### src/rtl/score_keeper_if.sv
// Event/score bus for score_keeper: piece-lock events in, packed-BCD score out.
interface score_keeper_if;
  logic        clear;
  logic        evt_valid;
  logic [2:0]  evt_lines;
  logic        evt_ready;
  logic [15:0] score;
  logic        score_inc;
  logic [15:0] best;
  logic        busy;

  // Game logic side: offers events and restarts.
  modport master (
    output clear, evt_valid, evt_lines,
    input  evt_ready, score, score_inc, best, busy
  );

  // Score keeper side.
  modport slave (
    input  clear, evt_valid, evt_lines,
    output evt_ready, score, score_inc, best, busy
  );
endinterface

### src/rtl/score_keeper.sv
// Score keeper: turns line-clear events into a 4-digit packed-BCD score.
// One BCD digit is added per cycle (ADD0..ADD3), so an accepted event
// commits exactly four edges later; the score register is only written at
// commit so partial sums never leak out. Overflow past 9999 saturates.

// Single BCD digit adder: a + b + cin, with decimal carry out.
module score_keeper_bcd_digit (
  input  logic [3:0] a,
  input  logic [3:0] b,
  input  logic       cin,
  output logic [3:0] s,
  output logic       cout
);
  logic [4:0] sum;

  // Binary sum, then fold anything above 9 back into a decimal digit.
  always_comb begin
    sum  = {1'b0, a} + {1'b0, b} + {4'd0, cin};
    s    = sum[3:0];
    cout = 1'b0;
    if (sum > 5'd9) begin
      s    = 4'(sum - 5'd10);
      cout = 1'b1;
    end
  end
endmodule

module score_keeper (
  input  logic          clk,
  input  logic          reset,
  score_keeper_if.slave bus
);
  localparam int NUM_DIGITS = 4;

  typedef enum logic [2:0] {IDLE, ADD0, ADD1, ADD2, ADD3} state_t;

  state_t                          state_q, state_d;
  logic [NUM_DIGITS-1:0][3:0]      work_q;
  logic [NUM_DIGITS-1:0][3:0]      work_upd;
  logic [15:0]                     commit_val;
  logic [15:0]                     score_q;
  logic [15:0]                     best_q;
  logic                            inc_q;
  logic                            carry_q;
  logic [1:0]                      combo_q;
  logic [3:0]                      addend_q;
  logic [3:0]                      addend_d;
  logic [3:0]                      base;
  logic [1:0]                      dig_idx;
  logic [3:0]                      dig_b;
  logic [3:0]                      dig_sum;
  logic                            dig_cout;
  logic                            accept;
  logic                            evt_ready_c;

  // An event offered alongside clear is dropped, even though ready is high.
  assign accept = evt_ready_c && bus.evt_valid && !bus.clear;

  // Points for the lock: base by line count (5..7 behave as a tetris)
  // plus the combo bonus. combo saturates at 3, so max addend is 6+3=9.
  always_comb begin
    case (bus.evt_lines)
      3'd1:    base = 4'd1;
      3'd2:    base = 4'd2;
      3'd3:    base = 4'd4;
      default: base = 4'd6;
    endcase
    addend_d = base + {2'b00, combo_q};
  end

  // Select the digit worked on in this ADD state; only ADD0 adds the addend,
  // later states just ripple the carry.
  always_comb begin
    dig_idx = 2'd0;
    dig_b   = 4'd0;
    case (state_q)
      ADD0: begin dig_idx = 2'd0; dig_b = addend_q; end
      ADD1: dig_idx = 2'd1;
      ADD2: dig_idx = 2'd2;
      ADD3: dig_idx = 2'd3;
      default: begin dig_idx = 2'd0; dig_b = 4'd0; end
    endcase
  end

  score_keeper_bcd_digit u_dig (
    .a    (work_q[dig_idx]),
    .b    (dig_b),
    .cin  (carry_q),
    .s    (dig_sum),
    .cout (dig_cout)
  );

  // Working value with the current digit replaced; at ADD3 a carry out of
  // the top digit means the score went past 9999, so pin it there.
  always_comb begin
    work_upd          = work_q;
    work_upd[dig_idx] = dig_sum;
    commit_val        = dig_cout ? 16'h9999 : work_upd;
  end

  // FSM state register.
  always_ff @(posedge clk or posedge reset) begin
    if (reset) state_q <= IDLE;
    else       state_q <= state_d;
  end

  // FSM next state: clear wins; scoring events walk the four digits once.
  always_comb begin
    state_d = state_q;
    if (bus.clear) begin
      state_d = IDLE;
    end else begin
      case (state_q)
        IDLE:    if (accept && bus.evt_lines != 3'd0) state_d = ADD0;
        ADD0:    state_d = ADD1;
        ADD1:    state_d = ADD2;
        ADD2:    state_d = ADD3;
        ADD3:    state_d = IDLE;
        default: state_d = IDLE;
      endcase
    end
  end

  // FSM outputs: ready only while idle.
  always_comb begin
    evt_ready_c = (state_q == IDLE);
  end

  // Datapath: latch addend on accept, ripple one digit per ADD state,
  // commit score/best and pulse score_inc when leaving ADD3.
  always_ff @(posedge clk or posedge reset) begin
    if (reset) begin
      work_q   <= '0;
      carry_q  <= 1'b0;
      combo_q  <= 2'd0;
      addend_q <= 4'd0;
      score_q  <= 16'h0000;
      best_q   <= 16'h0000;
      inc_q    <= 1'b0;
    end else if (bus.clear) begin
      // Restart the game; the high score survives.
      work_q   <= '0;
      carry_q  <= 1'b0;
      combo_q  <= 2'd0;
      addend_q <= 4'd0;
      score_q  <= 16'h0000;
      inc_q    <= 1'b0;
    end else begin
      inc_q <= 1'b0;
      case (state_q)
        IDLE: begin
          if (accept) begin
            if (bus.evt_lines == 3'd0) begin
              combo_q <= 2'd0;
            end else begin
              addend_q <= addend_d;
              combo_q  <= (combo_q == 2'd3) ? 2'd3 : combo_q + 2'd1;
              work_q   <= score_q;
              carry_q  <= 1'b0;
            end
          end
        end
        ADD0, ADD1, ADD2: begin
          work_q  <= work_upd;
          carry_q <= dig_cout;
        end
        ADD3: begin
          work_q  <= commit_val;
          carry_q <= 1'b0;
          score_q <= commit_val;
          inc_q   <= 1'b1;
          // Packed BCD orders the same as its unsigned binary image.
          if (commit_val > best_q) best_q <= commit_val;
        end
        default: begin
          work_q  <= work_q;
          carry_q <= 1'b0;
        end
      endcase
    end
  end

  assign bus.evt_ready = evt_ready_c;
  assign bus.busy      = ~evt_ready_c;
  assign bus.score     = score_q;
  assign bus.score_inc = inc_q;
  assign bus.best      = best_q;

endmodule

### src/flat_wrapper.sv
// flat-port wrapper written by rule: the top's interface ports become plain ports
module score_keeper_flat 
  (clk, reset, bus_clear, bus_evt_valid, bus_evt_lines, bus_evt_ready, bus_score, bus_score_inc, bus_best, bus_busy);
  score_keeper_if bus_i ();
  input  logic clk;
  input  logic reset;
  input wire logic [$bits(bus_i.clear)-1:0] bus_clear;
  input wire logic [$bits(bus_i.evt_valid)-1:0] bus_evt_valid;
  input wire logic [$bits(bus_i.evt_lines)-1:0] bus_evt_lines;
  output wire logic [$bits(bus_i.evt_ready)-1:0] bus_evt_ready;
  output wire logic [$bits(bus_i.score)-1:0] bus_score;
  output wire logic [$bits(bus_i.score_inc)-1:0] bus_score_inc;
  output wire logic [$bits(bus_i.best)-1:0] bus_best;
  output wire logic [$bits(bus_i.busy)-1:0] bus_busy;
  assign bus_i.clear = bus_clear;
  assign bus_i.evt_valid = bus_evt_valid;
  assign bus_i.evt_lines = bus_evt_lines;
  assign bus_evt_ready = bus_i.evt_ready;
  assign bus_score = bus_i.score;
  assign bus_score_inc = bus_i.score_inc;
  assign bus_best = bus_i.best;
  assign bus_busy = bus_i.busy;
  score_keeper u_core (.clk(clk), .reset(reset), .bus(bus_i));
endmodule
### config.mk
export PLATFORM = sky130hd
export DESIGN_NAME = score_keeper_flat
export DESIGN_NICKNAME = d
export VERILOG_FILES = /design/src/rtl/score_keeper_if.sv /design/src/rtl/score_keeper.sv /design/src/flat_wrapper.sv
export SDC_FILE = /design/constraint.sdc
export NUM_CORES = 1
export LEC_CHECK = 0
export BUFFER_PORTS_ARGS = -buffer_cell sky130_fd_sc_hd__buf_2
export CAP_MARGIN = 25
export CORE_MARGIN = 3
export CORE_UTILIZATION = 54
export DETAILED_ROUTE_END_ITERATION = 10
export GPL_TIMING_DRIVEN = 0
export PLACE_DENSITY = 0.75
export SYNTH_ARGS = -nofsm -noshare
export SYNTH_HDL_FRONTEND = slang
export SYNTH_SLANG_ARGS = --single-unit
### constraint.sdc
create_clock -name clk -period 5.8 [get_ports clk]
set_input_delay 0.29 -clock clk [delete_from_list [all_inputs] [get_ports clk]]
set_output_delay 0.29 -clock clk [all_outputs]
set_load 0.05 [all_outputs]
==> impl_results.md, run 1 <==
* Status: finished clean
* Min Hold Slack at 266 ps
* WP depth at 24
* Pins Over Slew Limit at 0
* Worst Hold Class: in -> reg
* N_diodes at 0
* Worst Path Buf+Inv at 5
* CTS tree: yes
* Skew final at 10.7 ps
* Global route overflow at 0
* Max-Cap Viols at 0
* Register-to-Register Path Depth at 24
* Sequential area share after synthesis at 0.377
* Post-synth EDFFs at 0
* Crit Path Category: reg -> reg
* TritonCTS buffer count at 9
* Vias in the first global route at 3,368
* Post-synth top area cell: dfrtp_1
* Tcrit/Tclk final at 0.974
* Synthesized Nets at 468
* Top-count cell post-synth: dfrtp_1
* Per-instance average area after synthesis at 8.95 µm²
* # DRC at 0
* Drt wl/cell at 18.2 µm
* Most used flip-flop cell after synthesis: dfrtp_1
* DRT iter0 DRCs at 383
* Setup crit start kind: register
* FMAX at 177 MHz
* Layout cell share with drive strength beyond 1 at 0.275
* Die Height at 91.2 µm
* Endpoints failing setup at 0
* Via count at 3,631
* Post-synthesis cell count at 438
* Crit-path slowest cell: fa_2
* H-tree lvl count at 3
* Total wire length at 11.0 mm
* Top cell type's share of synthesized area at 0.377
* Setup WS pre-CTS at -819 ps
* PD cells at 466 nW/µm²
* CP max stage delay at 520 ps
* Synth top area cells: dfrtp_1 (38%), ha_1 (6.4%), nand2_1 (5.5%)
* Crit end category: register
* Bufs on Longest Clock Path at 2
* Largest net degree at the start of global routing at 40
* P&R area growth vs syn at 18.9%
* Hold path depth at 4
* Post-DR vias/cell at 6.00
* Synth cell types at 66
* Tightest Pin Transition at 939 ps
* Post-synth ARST share at 1.00
* Chip Width at 91.2 µm
* Clock latency on the worst-skew pair at 350 ps
* Initial Utilization at 0.567
* Synth top cells by count: dfrtp_1 (59), nand2_1 (57), nor2_1 (55)
* CP cell instances: clkbuf_4, o21ai_0, nand3_1, o21ai_2, fa_2, inv_1, fa_2, clkbuf_8, inv_1, ha_1, or2b_2, mux2i_4, nor3_4, mux2i_2, nor2_2, ha_1, and4_2, nand2_2, or4_1, and3_1, o22ai_2, o21a_4, buf_12, mux2_4
* Routability cong. at 0.916
* Pleak at 2.13 nW
* Synth Cell Area at 3920 µm²
* Yosys warnings at 0
* First-pass GRT wire length at 17.5 mm
* Worst slew margin at 0.372
* Minimum clock period after layout at 5650 ps
* Initial antenna violation count at 0
* Detail Route Antenna Nets at 0
* Max IR drop VDD at 0.206 mV
* Fin area at 4660 µm²
* CTS sink cnt at 59
* Hold Fails Final Rpt at 0
* Io pins at 42
* Hpwl dp at 7.82 mm
* WP data arrival at 5890 ps
* Clk slew on worst S/H paths at 70 ps
* WP data required at 6040 ps
* Cell area after placement at 4260 µm²
* Placed Instances at 575
* Core footprint at 6910 µm²
* Port bufs at 40
* Delay-heaviest family, CP: simple AND/OR/NAND/NOR gates
* GRT Overall Usage at 0.268
* Die ar. at 8310 µm²
* FP Rows at 30
* Unrepaired setup endpoints after global routing: no
* # nets final at 534
* Final WS setup at 150 ps
* Clk root buf: clkbuf_8
* Max FO, Critical Path at 10
* Drt pass-1 iters at 6
* Yosys reg bits at 59
* Layout Cells excl Fill at 605
[layer usage]
layer | up-vias | track usage | wire length [µm]
li1 | 1672 | - | -
met1 | 1727 | 0.357 | 4490
met2 | 198 | 0.421 | 5200
met3 | 34 | 0.0671 | 1020
met4 | 0 | 0.101 | 322
met5 | - | 0 | 0
[worst min-delay path, stage by stage]
cell	delay, ps
buf_2	70
nand2_1	80
nand2_1	70
a21oi_1	60
[cell type report]
type / instances / area, µm²
buffer: 20 / 148
clock buffer: 9 / 124
clock inverter: 7 / 45.0
fill: 569 / 2250
inverter: 22 / 82.6
multi-input combinational: 335 / 2300
sequential: 59 / 1480
tap: 96 / 120
timing repair buffer: 57 / 355
[final timing paths]
path                                                startpoint                               to  slack (ps)
max in group asynchronous                                reset  u_core.bus.score[4]$_DFFE_PP0P_        4720
worst max register to register   u_core.state_q[1]$_DFFE_PP0P_   u_core.bus.best[8]$_DFFE_PP0P_         150
worst min-delay path                             bus_evt_valid    u_core.combo_q[1]$_DFFE_PP0P_         270
worst min register to register  u_core.addend_q[1]$_DFFE_PP0P_   u_core.addend_q[1]$_DFFE_PP0P_         520
min in group asynchronous                                reset    u_core.combo_q[1]$_DFFE_PP0P_         500
worst max-delay path             u_core.state_q[1]$_DFFE_PP0P_   u_core.bus.best[8]$_DFFE_PP0P_         150
[cell families (layout without fill, tap and decap cells)]
family                   count (synthesis)  after routing  share of synthesized area
AO/OA/AOI/OAI                          106            106                      0.172
flip-flops                              59             59                      0.377
multiplexers                            33             33                     0.0999
AND/OR/NAND/NOR                        166            166                      0.198
XOR/XNOR                                 7              7                     0.0176
buffers and inverters                   44            115                     0.0565
adder cells (fa/ha/maj)                 23             23                     0.0792
[metrics by stage]
step	utilization	setup TNS, ps	power [mW]
5_1_grt	0.674	0	2.30
2_1_floorplan	-	0	1.40
3_5_place_dp	0.617	-11380	1.69
4_1_cts	0.651	0	2.05
3_3_place_gp	0.614	-9180	1.65
6_report	0.674	0	2.17
[what timing repair did]
item,4_1_cts,5_1_grt
setup endpoints to repair,16,16
pin swaps,1,8
buffers inserted,3,12
gates resized for setup,13,21
hold buffers,1,0
endpoints found under the hold margin,20,0
[where the power goes]
group | internal (mW) | total (mW) | switching (mW) | leakage (nW)
sequential | 0.479 | 0.552 | 0.0728 | 0.800
clock | 0.152 | 0.331 | 0.179 | 0.0770
combinational | 0.490 | 1.29 | 0.800 | 1.25
total | 1.12 | 2.17 | 1.05 | 2.13
[sequential cells by signal, indices dropped and copies added, names as in the netlist]
signal,flops
u_core.addend_q,4
u_core.bus.best,16
u_core.bus.score,16
u_core.bus.score_inc,1
u_core.carry_q,1
u_core.combo_q,2
u_core.state_q,3
u_core.work_q,16
[layout by cell type (no fill, tap or decap), types with 3 or more instances in the layout]
master	synthesis	routed
mux2_4	10	10
clkbuf_1	14	9
o21ai_2	1	3
xnor2_1	5	5
nand2_1	57	56
a311oi_1	3	3
nor2_1	55	53
nand4_1	3	3
a211oi_1	9	8
and2_1	3	3
o211ai_1	5	5
clkbuf_8	3	12
mux2_2	6	6
nor2_2	3	4
o21ai_0	23	20
o41ai_1	3	3
mux2i_1	16	12
inv_1	22	21
buf_12	1	3
or2_2	4	4
clkinv_2	0	3
nand2b_1	4	4
mux2i_2	1	3
buf_4	0	14
ha_1	20	20
dfrtp_1	59	57
buf_2	2	43
o22ai_1	3	3
nor3_1	15	15
clkinvlp_4	0	4
a21oi_1	41	40
No activity file was read; power rests on OpenSTA's default activity.
==> inputs of run 2 (changes only) <==
--- a/config.mk
+++ b/config.mk
@@ -5,13 +5,14 @@
 export SDC_FILE = /design/constraint.sdc
 export NUM_CORES = 1
 export LEC_CHECK = 0
+export ABC_AREA = 1
 export BUFFER_PORTS_ARGS = -buffer_cell sky130_fd_sc_hd__buf_2
 export CAP_MARGIN = 25
 export CORE_MARGIN = 3
-export CORE_UTILIZATION = 54
+export CORE_UTILIZATION = 53
 export DETAILED_ROUTE_END_ITERATION = 10
 export GPL_TIMING_DRIVEN = 0
-export PLACE_DENSITY = 0.75
+export PLACE_DENSITY = 0.74
 export SYNTH_ARGS = -nofsm -noshare
 export SYNTH_HDL_FRONTEND = slang
 export SYNTH_SLANG_ARGS = --single-unit
==> impl_results.md, run 2 <==
* Status: finished clean
* # nets final at 576 (+7.9%)
* Top-count cell post-synth: nand2_1
* Clock power frac at 0.281 (+0.129)
* Commonest non-fill, non-tap cells in the layout: nand2_1 (110), inv_1 (86), dfrtp_1 (58), buf_2 (44), o21ai_0 (43)
* Total power at 1.39 mW (-36%)
* H-tree lvl count at 3 (unchanged)
* Crit. Startpoint: u_core.state_q[2]$_DFFE_PP0P_
* Synth top cells by count: nand2_1 (110), inv_1 (89), dfrtp_1 (59)
* Post-synth EDFFs at 0 (unchanged)
* Via count at 3,494 (-3.8%)
* PD cells at 325 nW/µm² (-30%)
* Crit end category: register
* P&R area growth vs syn at 15.8%
* Most common cell after layout, fill and taps aside: nand2_1
* Detail Route Antenna Nets at 0 (unchanged)
* First-pass GRT wire length at 15.8 mm (-9.4%)
* Tcrit/Tclk final at 0.913 (-0.0613)
* TritonCTS buffer count at 9 (unchanged)
* Crit path top cell by count: nand2_1
* Switching Fraction at 0.406 (-0.0782)
* Setup TNS at 0 ps (unchanged)
* Most used flip-flop cell after synthesis: dfrtp_1
* Per-instance average area after synthesis at 7.52 µm² (-16%)
* WP data arrival at 5530 ps (-360 ps)
* Global route overflow at 0 (unchanged)
* Synth top area cells: dfrtp_1 (40%), nand2_1 (11%), inv_1 (9.0%)
* Setup crit start kind: register
* Hold Fails Final Rpt at 0 (unchanged)
* Largest family of logic cells by synthesized area: simple AND/OR/NAND/NOR gates
* Initial Utilization at 0.564 (-0.00309)
* Max FO, Critical Path at 10 (unchanged)
* N_diodes at 0 (unchanged)
* Pins Over Slew Limit at 0 (unchanged)
* Endpoints failing setup at 0 (unchanged)
* # DRC at 0 (unchanged)
* Max IR drop VDD at 0.200 mV (-3.2%)
* Layout cell share with drive strength beyond 1 at 0.169 (-0.106)
* GRT Overall Usage at 0.262 (-0.00593)
* Post-synth ARST share at 1.00 (unchanged)
* Compound-gate portion of the synthesized area at 0.160 (-0.0121)
* Postcts setup bufs at 0 (-3)
* RR Endpoint: u_core.bus.best[4]$_DFFE_PP0P_
* Total wire length at 9.68 mm (-12%)
* Post-DR vias/cell at 5.44 (-9.3%)
* Port bufs at 41 (+2.5%)
* Post-Synth Simple-Gate Area at 0.236 (+0.0374)
* Sequential share of power at 0.335 (+0.081)
* Drt wl/cell at 15.1 µm (-17%)
* P_int at 828 µW (-26%)
* Routability cong. at 0.887 (-3.2%)
* Synth cell types at 38 (-42%)
* Initial antenna violation count at 0 (unchanged)
* Top cell type's share of synthesized area at 0.398 (+0.0216)
* CTS tree: yes
* CP max stage delay at 500 ps (-20 ps)
* Comb power frac at 0.383 (-0.211)
* Largest net degree at the start of global routing at 42 (+5.0%)
* Hpwl dp at 7.19 mm (-8.0%)
* Skew final at 8.08 ps (-2.65 ps)
* Crit-path slowest cell: fa_1
* FP Rows at 29 (-3.3%)
* Fin util at 0.653 (-0.0210)
* Yosys warnings at 0 (unchanged)
* Drt pass-1 iters at 5 (-1)
* Clock latency on the worst-skew pair at 350 ps (about the same)
* Reg-to-Reg Start: u_core.state_q[2]$_DFFE_PP0P_
* Post-synthesis cell count at 493 (+13%)
* Io pins at 42 (unchanged)
* Synth Area in Adders at 0.0837 (+0.00454)
* Register-to-Register Path Depth at 33 (+38%)
* Crit Path Category: reg -> reg
* Minimum clock period after layout at 5290 ps (-356 ps)
* DRT iter0 DRCs at 309 (-19%)
* Vias in the first global route at 3,365 (-0.089%)
* Worst slew margin at 0.531 (+0.160)
* Max-Cap Viols at 0 (unchanged)
* Sequential area share after synthesis at 0.398 (+0.0216)
* Bufs on Longest Clock Path at 2 (unchanged)
* Tightest Pin Transition at 698 ps (-241 ps)
* Mux contribution to synthesized area at 0 (-0.0999)
* Clk root buf: clkbuf_8
* CP endpoint: u_core.bus.best[4]$_DFFE_PP0P_
* CTS sink cnt at 59 (unchanged)
* Clk slew on worst S/H paths at 60 ps (about the same)
* FMAX at 189 MHz (+6.7%)
* Synth Cell Area at 3710 µm² (-5.4%)
* Die Height at 89.6 µm (-1.7%)
* Reg2Reg Setup Slack at 510 ps (+360 ps)
* Synthesized Nets at 523 (+12%)
* Chip Width at 89.6 µm (-1.7%)
* Yosys reg bits at 59 (unchanged)
* Post-synth top area cell: dfrtp_1
* WP data required at 6040 ps (about the same)
* Pleak at 2.33 nW (+9.4%)
* Xor/xnor share of the synthesized area at 0.00473 (-0.0128)
* P_sw at 565 µW (-46%)
* Die ar. at 8030 µm² (-3.4%)
* Worst Hold Class: in -> reg
* Core footprint at 6570 µm² (-4.9%)
[run 2: cell types whose count changed after synthesis, moves of 6 or more]
cell,change
o22ai_1,+24
mux2i_1,-16
nor3_1,-12
clkbuf_1,-8
nand2_1,+53
a21oi_1,-26
o21ai_0,+20
mux2_4,-10
inv_1,+67
nor2_1,-24
mux2_2,-6
nand3_1,+36
[run 2: cell type report]
| class | count | area [µm²] |
|---|---|---|
| Tap cell | 93 | 116 |
| Clock buffer | 12 | 165 |
| Multi-Input combinational cell | 325 | 1820 |
| Clock inverter | 2 | 35.0 |
| Fill cell | 587 | 2280 |
| Sequential cell | 59 | 1480 |
| Buffer | 13 | 82.6 |
| Timing Repair Buffer | 43 | 235 |
| Inverter | 95 | 360 |
[run 2: what timing repair did]
action | in CTS | in global routing
hold endpoints to repair | 18 | 0
pin swaps | 0 | 0
resized for setup | 2 | 12
cloned | 0 | 0
endpoints found under the setup margin | 16 | 16
hold buffers | 1 | 0
[run 2: worst min path at each step]
stage	startpoint	end	slack, ps	cells past startpoint
floorplan	bus_clear	u_core.state_q[1]$_DFFE_PP0P_	350	1
global placement	u_core.addend_q[0]$_DFFE_PP0P_	u_core.addend_q[0]$_DFFE_PP0P_	460	2
detailed placement	reset	u_core.work_q[8]$_DFFE_PP0P_	310	2
CTS	bus_clear	u_core.state_q[2]$_DFFE_PP0P_	200	2
global route	bus_clear	u_core.state_q[0]$_DFFE_PP0P_	210	2
finish	bus_clear	u_core.state_q[2]$_DFFE_PP0P_	210	2
[run 2: per-stage QoR]
stage          area [µm²]  hold slack [ps]  worst slack (ps)  cells
2_1_floorplan        3710              353              1030    493
3_3_place_gp         4030              464             -77.4    627
3_5_place_dp         4050              311              -135    628
4_1_cts              4270              204              69.7    643
5_1_grt              4290              208             -4.19    642
6_report             4290              208               505    642
[run 2: critical path: cells and delay by family, from the launching register on]
family                   cells  cell delay [ps]
XOR/XNOR                     1              230
buffers and inverters        8             1110
AO/OA/AOI/OAI                4              540
flip-flops                   1              440
AND/OR/NAND/NOR             17             1670
adder cells (fa/ha/maj)      3             1210
[run 2: cells by family after synthesis]
family / Yosys count
and+or+nand+nor: 200
buffers and inverters: 109
AOI/OAI and AO/OA: 100
DFF: 59
adders and majority gates: 23
xor gates and xnor gates: 2
[run 2: power by group through the flow]
stage / clock network [mW] / logic [mW] / registers (mW)
final: 0.392 / 0.534 / 0.467
after global routing: 0.414 / 0.594 / 0.471
after CTS: 0.392 / 0.526 / 0.467
after detailed placement: 0 / 0.521 / 0.474
after global placement: 0 / 0.512 / 0.473
after floorplan: 0 / 0.341 / 0.530
[run 2: layer usage]
| metal | GRT usage | part of all wire | wire length [µm] | vias up |
|---|---|---|---|---|
| li1 | - | - | - | 1712 |
| met2 | 0.405 | 0.45 | 4380 | 118 |
| met4 | 0.100 | 0.023 | 223 | 0 |
| met5 | 0 | 0 | 0 | - |
| met3 | 0.0611 | 0.061 | 593 | 24 |
| met1 | 0.358 | 0.46 | 4480 | 1640 |
==> inputs of run 3 (changes only) <==
--- a/config.mk
+++ b/config.mk
@@ -8,6 +8,7 @@
 export ABC_AREA = 1
 export BUFFER_PORTS_ARGS = -buffer_cell sky130_fd_sc_hd__buf_2
 export CAP_MARGIN = 25
+export CORE_ASPECT_RATIO = 0.5
 export CORE_MARGIN = 3
 export CORE_UTILIZATION = 53
 export DETAILED_ROUTE_END_ITERATION = 10
==> impl_results.md, run 3 (synthesized netlist as in run 2, its figures left out) <==
* Fin area at 4410 µm² (+2.8%)
* Global route overflow at 0 (unchanged)
* Crit path top cell by count: nand2_1
* DRT iter0 DRCs at 422 (+37%)
* Clock latency on the worst-skew pair at 330 ps (-20 ps)
* Reg2Reg Setup Slack at 370 ps (-130 ps)
* Tcrit/Tclk final at 0.936 (+0.0229)
* N_diodes at 0 (unchanged)
* Vias in the first global route at 3,350 (-0.45%)
* Via count at 3,562 (+1.9%)
* Status: finished clean
* Skew final at 7.41 ps (-0.672 ps)
* Hold path startpoint: bus_clear
* Total power at 1.57 mW (+13%)
* RR Endpoint: u_core.bus.best[0]$_DFFE_PP0P_
* H-tree lvl count at 3 (unchanged)
* # fillers at 569 (-3.1%)
* Hpwl dp at 7.57 mm (+5.2%)
* Worst Hold Class: in -> reg
* Endpoints failing setup at 0 (unchanged)
* Bufs on Longest Clock Path at 2 (unchanged)
* # DRC at 0 (unchanged)
* Max IR drop VDD at 0.212 mV (+6.1%)
* Max FO, Critical Path at 10 (unchanged)
* Largest net degree at the start of global routing at 42 (unchanged)
* Crit end category: register
* FP Rows at 20 (-31%)
* Max-Cap Viols at 0 (unchanged)
* Drt pass-1 iters at 8 (+3)
* Hold endpoint: u_core.state_q[1]$_DFFE_PP0P_
* FMAX at 184 MHz (-2.5%)
* Unrepaired setup endpoints after global routing: no
* Io pins at 42 (unchanged)
* CTS sink cnt at 59 (unchanged)
* Fin util at 0.689 (+0.0352)
* TritonCTS buffer count at 9 (unchanged)
* Post-DR vias/cell at 5.56 (+2.1%)
* P&R area growth vs syn at 19.0%
* Die ar. at 8090 µm² (+0.76%)
* Pins Over Slew Limit at 0 (unchanged)
* # nets final at 578 (+0.35%)
* Clk slew on worst S/H paths at 50 ps (about the same)
* Drt wl/cell at 15.7 µm (+4.2%)
* Port bufs at 41 (unchanged)
* Worst slew margin at 0.583 (+0.0515)
* Pleak at 2.39 nW (+2.5%)
* Layout cell share with drive strength beyond 1 at 0.175 (+0.00601)
* Crit-path slowest cell: fa_1
* CP max stage delay at 490 ps (about the same)
* Worst Path Buf+Inv at 8 (unchanged)
* Routability cong. at 0.944 (+6.4%)
* Hold Fails Final Rpt at 0 (unchanged)
* Total wire length at 10.1 mm (+4.0%)
* Cell area after placement at 4040 µm² (-0.15%)
* Register-to-Register Path Depth at 30 (-9.1%)
* Detail Route Antenna Nets at 0 (unchanged)
* Initial antenna violation count at 0 (unchanged)
* Die Height at 65.1 µm (-27%)
* First-pass GRT wire length at 16.9 mm (+6.9%)
* Hold path depth at 2 (unchanged)
* WP data arrival at 5700 ps (+170 ps)
* Reg-to-Reg Start: u_core.state_q[2]$_DFFE_PP0P_
* Most common cell after layout, fill and taps aside: nand2_1
* Core footprint at 6410 µm² (-2.5%)
* Minimum clock period after layout at 5430 ps (+133 ps)
* Delay-heaviest family, CP: simple AND/OR/NAND/NOR gates
* Min Hold Slack at 218 ps (+10.2 ps)
* WP depth at 30 (-9.1%)
* Tightest Pin Transition at 622 ps (-76.7 ps)
* Initial Utilization at 0.579 (+0.0142)
* Crit Path Category: reg -> reg
* GRT Overall Usage at 0.267 (+0.00515)
* Crit. Startpoint: u_core.state_q[2]$_DFFE_PP0P_
* PD cells at 356 nW/µm² (+9.7%)
* Clk root buf: clkbuf_16
* WP data required at 6070 ps (+30 ps)
* Chip Width at 124 µm (+39%)
* Commonest non-fill, non-tap cells in the layout: nand2_1 (110), inv_1 (86), dfrtp_1 (58), buf_2 (44), o21ai_0 (43)
* CTS tree: yes
* Setup crit start kind: register
==> run 3: worst reg2reg max path, delay by kind of cell, from the launching register on <==
kind / cells / cell delay (ps)
AND/OR/NAND/NOR: 13 / 1740
flip-flops: 1 / 440
XOR/XNOR: 1 / 220
adder cells (fa/ha/maj): 3 / 1210
buffers and inverters: 8 / 1070
AO/OA/AOI/OAI: 5 / 690
==> run 3: metal layers <==
layer | GRT usage | share of wire | vias to the layer above
met5 | 0 | 0 | -
met4 | 0.0546 | 0.016 | 0
met3 | 0.0828 | 0.089 | 18
met2 | 0.388 | 0.40 | 144
met1 | 0.393 | 0.49 | 1684
li1 | - | - | 1716
==> run 3: worst max path at each step <==
stage,to,slack (ps)
detailed placement,u_core.bus.best[7]$_DFFE_PP0P_,-160
floorplan,u_core.bus.best[1]$_DFFE_PP0P_,1030
global placement,u_core.bus.best[7]$_DFFE_PP0P_,-120
global route,u_core.bus.best[1]$_DFFE_PP0P_,20
CTS,u_core.bus.best[7]$_DFFE_PP0P_,20
finish,u_core.bus.best[0]$_DFFE_PP0P_,370
==> run 3: layout make-up <==
class | count | area (µm²) | area share
flip-flops and latches | 59 | 1480 | 0.335
plain buffers | 13 | 82.6 | 0.0187
clock inverters | 4 | 47.5 | 0.0108
multi-input cells | 325 | 1820 | 0.412
inverters | 95 | 358 | 0.0811
repair buffers | 45 | 250 | 0.0567
clock buffers | 12 | 267 | 0.0604
well taps | 88 | 110 | 0.0250
==> run 3: stage by stage <==
step	std cells	setup TNS, ps	setup slack, ps
finish	641	0	372
global route	641	0	20.1
CTS	639	0	22.3
detailed placement	623	-1430	-159
global placement	622	-1150	-121
floorplan	493	0	1030
==> run 3: timing repair <==
item                                   4_1_cts  5_1_grt
gates resized for setup                      2       10
cloned                                       0        0
endpoints found under the hold margin       18        0
setup buffers                                0        2
setup endpoints to repair                   16       16
hold buffers                                 1        0
==> run 3: power breakdown <==
group | switching (mW) | leakage [nW] | internal [mW]
clock | 0.187 | 0.155 | 0.366
combinational | 0.392 | 1.42 | 0.160
sequential | 0.0234 | 0.812 | 0.444
